**src/rtl/imm_ext_pipe_if.sv**
```systemverilog
// Request/response bundle for imm_ext_pipe: instruction-side push handshake
// and the extended-immediate queue head seen by the consumer.
interface imm_ext_pipe_if #(
  parameter int XLEN = 32
);
  logic [31:0]     inst;
  logic [2:0]      src;
  logic            in_valid;
  logic            in_ready;
  logic            out_valid;
  logic            out_ready;
  logic [XLEN-1:0] ext;
  logic            err;
  logic [7:0]      err_cnt;

  modport master (
    output inst, src, in_valid, out_ready,
    input  in_ready, out_valid, ext, err, err_cnt
  );

  modport slave (
    input  inst, src, in_valid, out_ready,
    output in_ready, out_valid, ext, err, err_cnt
  );
endinterface

```
**src/rtl/imm_ext_pipe.sv**
```systemverilog
// RISC-V immediate extractor feeding a small FIFO; each accepted instruction
// becomes one registered {ext, err} entry delivered in order to the consumer.
module imm_ext_pipe #(
  parameter int XLEN  = 32,
  parameter int DEPTH = 2
) (
  input  logic          clk,
  input  logic          rst,
  imm_ext_pipe_if.slave bus
);

  localparam int AW = $clog2(DEPTH);
  localparam logic [AW:0]   FULL      = DEPTH[AW:0];
  localparam logic [AW:0]   COUNT_ONE = 1;
  localparam logic [AW-1:0] PTR_ONE   = 1;

  logic [XLEN-1:0] ext_mem [DEPTH];
  logic            err_mem [DEPTH];
  logic [AW-1:0]   wr_ptr;
  logic [AW-1:0]   rd_ptr;
  logic [AW:0]     count;
  logic [7:0]      err_count;

  logic            push;
  logic            pop;
  logic [XLEN-1:0] imm;
  logic            ill;
  logic [5:0]      shamt;
  logic            is_shift;

  assign bus.in_ready  = (count < FULL);
  assign bus.out_valid = (count != '0);
  assign bus.ext       = ext_mem[rd_ptr];
  assign bus.err       = err_mem[rd_ptr];
  assign bus.err_cnt   = err_count;

  assign push = bus.in_valid && bus.in_ready;
  assign pop  = bus.out_valid && bus.out_ready;

  // Only OP-IMM shifts carry a shamt in the I slot; loads etc. keep the signed imm.
  assign is_shift = (bus.inst[6:0] == 7'b0010011) &&
                    ((bus.inst[14:12] == 3'b001) || (bus.inst[14:12] == 3'b101));
  assign shamt    = (XLEN == 64) ? bus.inst[25:20] : {1'b0, bus.inst[24:20]};

  always_comb begin
    imm = '0;
    ill = 1'b0;
    case (bus.src)
      3'b000: imm = is_shift ? XLEN'(shamt) : XLEN'($signed(bus.inst[31:20]));
      3'b001: imm = XLEN'($signed({bus.inst[31:25], bus.inst[11:7]}));
      3'b101: imm = XLEN'($signed({bus.inst[31], bus.inst[7], bus.inst[30:25],
                                   bus.inst[11:8], 1'b0}));
      3'b010: imm = XLEN'($signed({bus.inst[31:12], 12'b0}));
      3'b110: imm = XLEN'($signed({bus.inst[31], bus.inst[19:12], bus.inst[20],
                                   bus.inst[30:21], 1'b0}));
      3'b011: imm = XLEN'(bus.inst[19:15]);
      default: begin
        imm = '0;
        ill = 1'b1;
      end
    endcase
  end

  // Payload storage is never reset; out_valid qualifies it.
  always_ff @(posedge clk) begin
    if (push && !rst) begin
      ext_mem[wr_ptr] <= imm;
      err_mem[wr_ptr] <= ill;
    end
  end

  always_ff @(posedge clk) begin
    if (rst) begin
      wr_ptr    <= '0;
      rd_ptr    <= '0;
      count     <= '0;
      err_count <= '0;
    end else begin
      if (push) wr_ptr <= wr_ptr + PTR_ONE;
      if (pop)  rd_ptr <= rd_ptr + PTR_ONE;
      case ({push, pop})
        2'b10:   count <= count + COUNT_ONE;
        2'b01:   count <= count - COUNT_ONE;
        default: count <= count;
      endcase
      if (push && ill && (err_count != 8'hFF)) err_count <= err_count + 8'd1;
    end
  end

endmodule

```
**src/flat_wrapper.sv**
```systemverilog
// flat-port wrapper written by rule: the top's interface ports become plain ports
module imm_ext_pipe_flat 
#(
  parameter int XLEN  = 32,
  parameter int DEPTH = 2
)
  (clk, rst, bus_inst, bus_src, bus_in_valid, bus_out_ready, bus_in_ready, bus_out_valid, bus_ext, bus_err, bus_err_cnt);
  imm_ext_pipe_if #(.XLEN(XLEN)) bus_i ();
  input  logic clk;
  input  logic rst;
  input wire logic [$bits(bus_i.inst)-1:0] bus_inst;
  input wire logic [$bits(bus_i.src)-1:0] bus_src;
  input wire logic [$bits(bus_i.in_valid)-1:0] bus_in_valid;
  input wire logic [$bits(bus_i.out_ready)-1:0] bus_out_ready;
  output wire logic [$bits(bus_i.in_ready)-1:0] bus_in_ready;
  output wire logic [$bits(bus_i.out_valid)-1:0] bus_out_valid;
  output wire logic [$bits(bus_i.ext)-1:0] bus_ext;
  output wire logic [$bits(bus_i.err)-1:0] bus_err;
  output wire logic [$bits(bus_i.err_cnt)-1:0] bus_err_cnt;
  assign bus_i.inst = bus_inst;
  assign bus_i.src = bus_src;
  assign bus_i.in_valid = bus_in_valid;
  assign bus_i.out_ready = bus_out_ready;
  assign bus_in_ready = bus_i.in_ready;
  assign bus_out_valid = bus_i.out_valid;
  assign bus_ext = bus_i.ext;
  assign bus_err = bus_i.err;
  assign bus_err_cnt = bus_i.err_cnt;
  imm_ext_pipe #(.XLEN(XLEN), .DEPTH(DEPTH)) u_core (.clk(clk), .rst(rst), .bus(bus_i));
endmodule
```
**config.mk**
```make
export PLATFORM = sky130hd
export DESIGN_NAME = imm_ext_pipe_flat
export DESIGN_NICKNAME = d
export VERILOG_FILES = /design/src/rtl/imm_ext_pipe_if.sv /design/src/rtl/imm_ext_pipe.sv /design/src/flat_wrapper.sv
export SDC_FILE = /design/constraint.sdc
export NUM_CORES = 1
export LEC_CHECK = 0
export ABC_AREA = 1
export ABC_CLOCK_PERIOD_IN_PS = 4100
export CELL_PAD_IN_SITES_DETAIL_PLACEMENT = 1
export CELL_PAD_IN_SITES_GLOBAL_PLACEMENT = 1
export CORE_MARGIN = 3
export CORE_UTILIZATION = 39
export DETAILED_ROUTE_END_ITERATION = 6
export PLACE_DENSITY = 0.79
export SLEW_MARGIN = 5
export SYNTH_ARGS = -nofsm -noshare
export SYNTH_HDL_FRONTEND = slang
export SYNTH_SLANG_ARGS = --single-unit
```
**constraint.sdc**
```tcl
create_clock -name clk -period 4.1 [get_ports clk]
set_input_delay 0.82 -clock clk [delete_from_list [all_inputs] [get_ports clk]]
set_output_delay 0.82 -clock clk [all_outputs]
set_load 0.02 [all_outputs]
```
==> run metrics, run 1 <==
status=finished clean; FF-to-FF path depth=6; post-route ant nets=0; CTS max path bufs=2; I/O Buffers=81; RSZ-0062 raised after global routing=false; share of the clock period used by the worst path=69.9%; DRC viols=0; CTS tree=done; Clock Power Share=29.6%; die area=10600 um^2; FP Rows=34; Ys Warns=0; ratio of cells with drive above 1 in the final layout=15.6%; Mapped Cells=338; reg2reg start=u_core.count[1]; max_slew headroom=39.7%; NetSw=0.000630 W; Die Y=103 um; hold path start=u_core.rd_ptr; Largest stage delay, worst path=0.56 ns; CP max-delay cell=clkdlybuf4s50_1; Synth top area share=54.0%; initial antenna violation count=0; Tmin final=2.87 ns; cells taking the most area after synthesis=edfxtp_1, mux2_2, nand2_1, dfxtp_1, nand3_1; Clk pin slew, worst setup/hold paths=0.08 ns; final worst setup slack=1.23 ns; DR WL/cell=17.8 um; Startpoint Class=register; clk_lat worst skew=0.34 ns; drt first-iter violations=138; fin nets=465; PD cells=454 nW/um^2; Leak=1.81 nW; Final Setup Violations=0; Fin Hold WS=0.466 ns; Sink Count=79; Seq pwr share=44.1%; gr ovfl total=0; postcts setup bufs=0; critical path type=register to output port; internal power=0.00156 W; Final Max Tran Viols=0; Synth area leader=edfxtp_1; Via density=5.21; critical path arrival=2.05 ns; reg2reg setup slack=2.46 ns; Syn Area/Cell=10.9 um^2; number of placed instances with taps included=521; Hold Path Depth=1; final wirelength=9.57 mm; Crit. End Element=output port; CP required=3.28 ns; Mapped Area=3670 um^2; Die W=103 um; io pins=82; vias in the first global route=2973; GRT Util Overall=19.1%; Netlist cell types=25; hpwl dp=6.85 mm; Hold WC Path Type=register to register; Power, Total=0.00219 W; filler instances=967; via count=2800; post-synthesis sequential area ratio=61.0%; Core Area=8930 um^2; Mapped Nets=379; Yosys reg bits=79; slew at the pin closest to its max-slew limit=0.901 ns; Ant. Diodes=0; clk_skew=0.00982 ns; post-CTS sizing=0; Max rail drop VDD=0.000218 V; RD Place Congestion=0.766; Sw Ratio=28.7%; # hold bufs at CTS=0; Fmax achieved=349 MHz; Max FO, Critical Path=33; largest net degree at the start of global routing=34; final hold violations=0; Logic pwr share=26.4%; Num CTS Buffers=9; CTS root buf=clkbuf_8; Worst R2R End=u_core.ext_mem[0][2]; Pre-antenna DRT Iters=4; area added between synthesis and finish=31.3%; Max-Cap Viols=0; pre-CTS WS=1.22 ns; htree depth=3; CP cell instances=buf_4, mux2_2, clkdlybuf4s50_1; first-pass GRT wire length=15.2 mm; fin cells=537; setup TNS=0 ns; Initial Util=41.1%
## cells in the mapped netlist
master / instances
a21oi_1: 14
a22oi_1: 1
buf_2: 7
buf_4: 1
clkbuf_1: 1
clkinv_1: 1
dfxtp_1: 13
edfxtp_1: 66
ha_1: 2
inv_1: 20
inv_2: 4
mux2_2: 33
nand2_1: 92
nand2_2: 2
nand2_4: 3
nand3_1: 42
nand3_4: 1
nand3b_1: 2
nand4_1: 9
nor2_1: 10
nor2_2: 2
nor2_4: 2
nor3_1: 3
o21ai_0: 6
xor2_1: 1
## cell type report
class | instances | area [um^2] | area share, %
sequential | 79 | 2240 | 46.5
multi-input combinational | 225 | 1300 | 26.9
timing repair buffer | 84 | 833 | 17.3
tap | 108 | 135 | 2.80
clock buffer | 10 | 128 | 2.65
inverter | 25 | 93.8 | 1.95
clock inverter | 6 | 92.6 | 1.92
## state kept, by name, summed over array words and instances (netlist names), named ones only
| signal | count |
|---|---|
| u_core.count | 2 |
| u_core.rd_ptr | 1 |
| u_core.bus.err_cnt | 8 |
| u_core.ext_mem | 64 |
| u_core.wr_ptr | 1 |
| u_core.err_mem | 2 |
## critical path, delay by kind of cell, from the launching register on
family	cells	cell delay [ns]
buffers and inverters	2	0.97
multiplexers	1	0.39
flip-flops	1	0.32
## metal layers
metal	GRT usage, %	wire length (um)	vias up
met1	23.5	4090	1366
met5	0	0	-
met2	33.7	4930	72
met3	4.26	441	11
li1	-	-	1351
met4	5.58	112	0
## cells by family after synthesis
logic type      Yosys count  synth area share (%)
compound gates           21                  2.93
xor+xnor                  1                 0.238
fa+ha+maj                 2                 0.681
buf+inv                  34                  3.81
flops                    79                  61.0
mux                      33                  10.1
simple gates            168                  21.2
## worst max-delay path by stage
stage / start / to / slack (ns) / depth (start not counted)
2_1_floorplan: bus_in_valid / u_core.err_mem[1] / 0.48 / 2
3_3_place_gp: bus_inst[1] / u_core.ext_mem[0][25] / 1.37 / 6
3_5_place_dp: bus_inst[1] / u_core.ext_mem[1][16] / 1.22 / 6
4_1_cts: register / bus_ext[6] / 1.20 / 3
5_1_grt: register / bus_ext[2] / 1.14 / 3
6_report: register / bus_ext[11] / 1.23 / 3
## cells in the final DEF, fill, tap and decap left out, drive strengths merged, types with 9 or more instances in the layout
cell and instances:
nor2 14, clkbuf 10, nand4 9, clkdlybuf4s50 81, edfxtp 66, nand2 97
inv 26, nand3 43, mux2 33, a21oi 14, dfxtp 13
## metrics by stage
| stage | instance area, um^2 | utilization (%) |
|---|---|---|
| 3_3_place_gp | 4600 | 51.5 |
| 6_report | 4820 | 54.0 |
| 3_5_place_dp | 4600 | 51.5 |
| 4_1_cts | 4820 | 54.0 |
| 5_1_grt | 4820 | 54.0 |
| 2_1_floorplan | 3670 | - |
## power groups by stage
stage,registers (W),logic [W],clock network (W)
2_1_floorplan,0.000981,0.000331,0
3_3_place_gp,0.000979,0.000570,0
3_5_place_dp,0.000985,0.000585,0
4_1_cts,0.000967,0.000587,0.000665
5_1_grt,0.000973,0.000625,0.000704
6_report,0.000966,0.000578,0.000649
No activity file was read; power rests on OpenSTA's default activity.
==> run 2: changes to the inputs <==
- ABC_CLOCK_PERIOD_IN_PS: 4100 -> 2970
- clock period: 4.1 -> 2.97 ns (I/O delays scaled with it)
==> run 2 against run 1 <==
Net effect:
- via count rose by 1.3%
- setup slack worse by 0.91 ns
- design area grew 0.42%
- first-iteration DRC count fell by 22%
- sequential power is 39% higher
- combinational power rose by 39%
- wire length up 1.2%
- clock skew shrank 0.0051 ns
- flip-flop and latch count did not move
- critical path depth unchanged
- die area stayed put
- utilization increased by 0.22 points
- critical endpoint is now bus_ext[2]
- largest power group unchanged
- highest routed layer unchanged
==> run metrics, run 2 (synthesis results as in run 1) <==
filler instances=989 (+2.3%); Num CTS Buffers=9 (unchanged); CP required=2.38 ns (-0.90 ns); hold path start=u_core.rd_ptr; slew at the pin closest to its max-slew limit=0.543 ns (-0.358 ns); Fmax achieved=378 MHz; Hold WC Path Type=register to register; area added between synthesis and finish=31.8%; Ant. Diodes=0 (unchanged); htree depth=3 (unchanged); Worst R2R End=u_core.ext_mem[0][4]; drt first-iter violations=107 (-22%); DR WL/cell=18.0 um (+0.83%); highest-count cells in the layout ignoring fill and taps=nand2_1, clkdlybuf4s50_1, edfxtp_1, nand3_1, mux2_2; max_slew headroom=63.4% (+24 points); DRC viols=0 (unchanged); post-CTS sizing=0 (unchanged); GRT Util Overall=19.1% (-0.062 points); Die W=103 um (unchanged); Seq pwr share=44.2% (about the same); Largest register FFs=64 (unchanged); post-route ant nets=0 (unchanged); Largest Register=u_core.ext_mem; Clk pin slew, worst setup/hold paths=0.08 ns (about the same); # hold bufs at CTS=0 (unchanged); Hold Path Depth=1 (unchanged); Sw Ratio=28.9% (+0.12 points); Final Max Tran Viols=0 (unchanged); Initial Util=41.1% (unchanged); largest net degree at the start of global routing=34 (unchanged); Clock Power Share=29.2% (-0.4 points); commonest non-fill, non-tap cell in the layout=nand2_1; Max rail drop VDD=0.000407 V (+86%); ratio of cells with drive above 1 in the final layout=16.0% (+0.39 points); setup TNS=0 ns (unchanged); RD Place Congestion=0.752 (-1.9%); Via density=5.26 (+0.95%); first-pass GRT wire length=15.3 mm (+0.18%); internal power=0.00215 W (+38%); Max-Cap Viols=0 (unchanged); postcts setup bufs=0 (unchanged); critical path arrival=2.05 ns (about the same); CTS root buf=clkbuf_8; share of the clock period used by the worst path=89.1%; I/O Buffers=81 (unchanged); io pins=82 (unchanged); Logic pwr share=26.6% (+0.2 points); NetSw=0.000873 W (+39%); reg2reg setup slack=1.31 ns (-1.15 ns); Max FO, Critical Path=33 (unchanged); Tmin final=2.65 ns; Die Y=103 um (unchanged); final wirelength=9.69 mm (+1.2%); storage element area=2240 um^2 (unchanged); via count=2837 (+1.3%); Crit. End Element=output port; clk_skew=0.00473 ns (-0.00509 ns); initial antenna violation count=0 (unchanged); Startpoint Class=register; PD cells=624 nW/um^2 (+37%); FF-to-FF path depth=6 (unchanged); final hold violations=0 (unchanged); Core Area=8930 um^2 (unchanged); multi-input logic area=1310 um^2 (+0.48%); clk_lat worst skew=0.35 ns (about the same); Leak=1.82 nW (+0.54%); Fin Hold WS=0.459 ns (-0.00684 ns); Final Setup Violations=0 (unchanged); gr ovfl total=0 (unchanged); fin nets=467 (+0.43%); hpwl dp=6.83 mm (-0.31%); CTS max path bufs=2 (unchanged); RSZ-0062 raised after global routing=false; CTS tree=done; FP Rows=34 (unchanged); status=finished clean; Sink Count=79 (unchanged); vias in the first global route=3082 (+3.7%); Pre-antenna DRT Iters=4 (unchanged); critical path type=register to output port; die area=10600 um^2 (unchanged); reg2reg start=u_core.count[1]
-- run 2: cell count changes in the layout (fill, tap and decap cells not counted) --
cell / change
nor3_2: -1
nor3_4: +1
clkbuf_1: -1
clkinv_1: +1
clkinvlp_4: +1
buf_4: +2
inv_6: -1
-- run 2: how the worst max path moves through the flow --
stage | end | slack (ns) | cells past startpoint
3_5_place_dp | u_core.ext_mem[0][23] | 0.52 | 7
3_3_place_gp | u_core.ext_mem[0][30] | 0.61 | 7
4_1_cts | bus_ext[2] | 0.29 | 3
6_report | bus_ext[2] | 0.32 | 3
2_1_floorplan | u_core.err_mem[0] | 0.29 | 4
5_1_grt | bus_ext[2] | 0.23 | 3
-- run 2: worst max-delay path: stages (launching register included) --
cell and delay (ns):
dfxtp_1 0.32, buf_4 0.40, mux2_2 0.40, clkdlybuf4s50_1 0.57
-- run 2: per-layer routing --
metal	vias up	global-route usage, %	wire, um	part of all wire (%)
li1	1357	-	-	-
met1	1397	22.1	4020	42
met2	75	34.5	5080	52
met3	8	4.47	482	5.0
met4	0	6.57	106	1.1
met5	-	0	0	0
-- run 2: power groups by stage --
stage	Sequential, W	Clock, W	Combinational, W
2_1_floorplan	0.00135	0	0.000458
6_report	0.00134	0.000883	0.000805
5_1_grt	0.00134	0.000940	0.000866
3_3_place_gp	0.00135	0	0.000787
4_1_cts	0.00134	0.000901	0.000818
3_5_place_dp	0.00136	0	0.000810
-- run 2: layout make-up --
cell class              instances  share of cell area [%]
well taps                     108                    2.79
inverters                      25                    1.94
repair buffers                 86                    17.5
clock buffers                   9                    2.56
clock inverters                 7                    1.96
flip-flops and latches         79                    46.3
multi-input cells             225                    26.9
-- run 2: through the flow --
step | total power, W | util, % | area, um^2 | setup WS (ns) | instances
finish | 0.00302 | 54.2 | 4840 | 0.324 | 539
global route | 0.00315 | 54.2 | 4840 | 0.234 | 539
CTS | 0.00305 | 54.2 | 4840 | 0.290 | 539
detailed placement | 0.00217 | 51.8 | 4620 | 0.524 | 523
global placement | 0.00214 | 51.8 | 4620 | 0.613 | 523
floorplan | 0.00181 | - | 3680 | 0.292 | 338
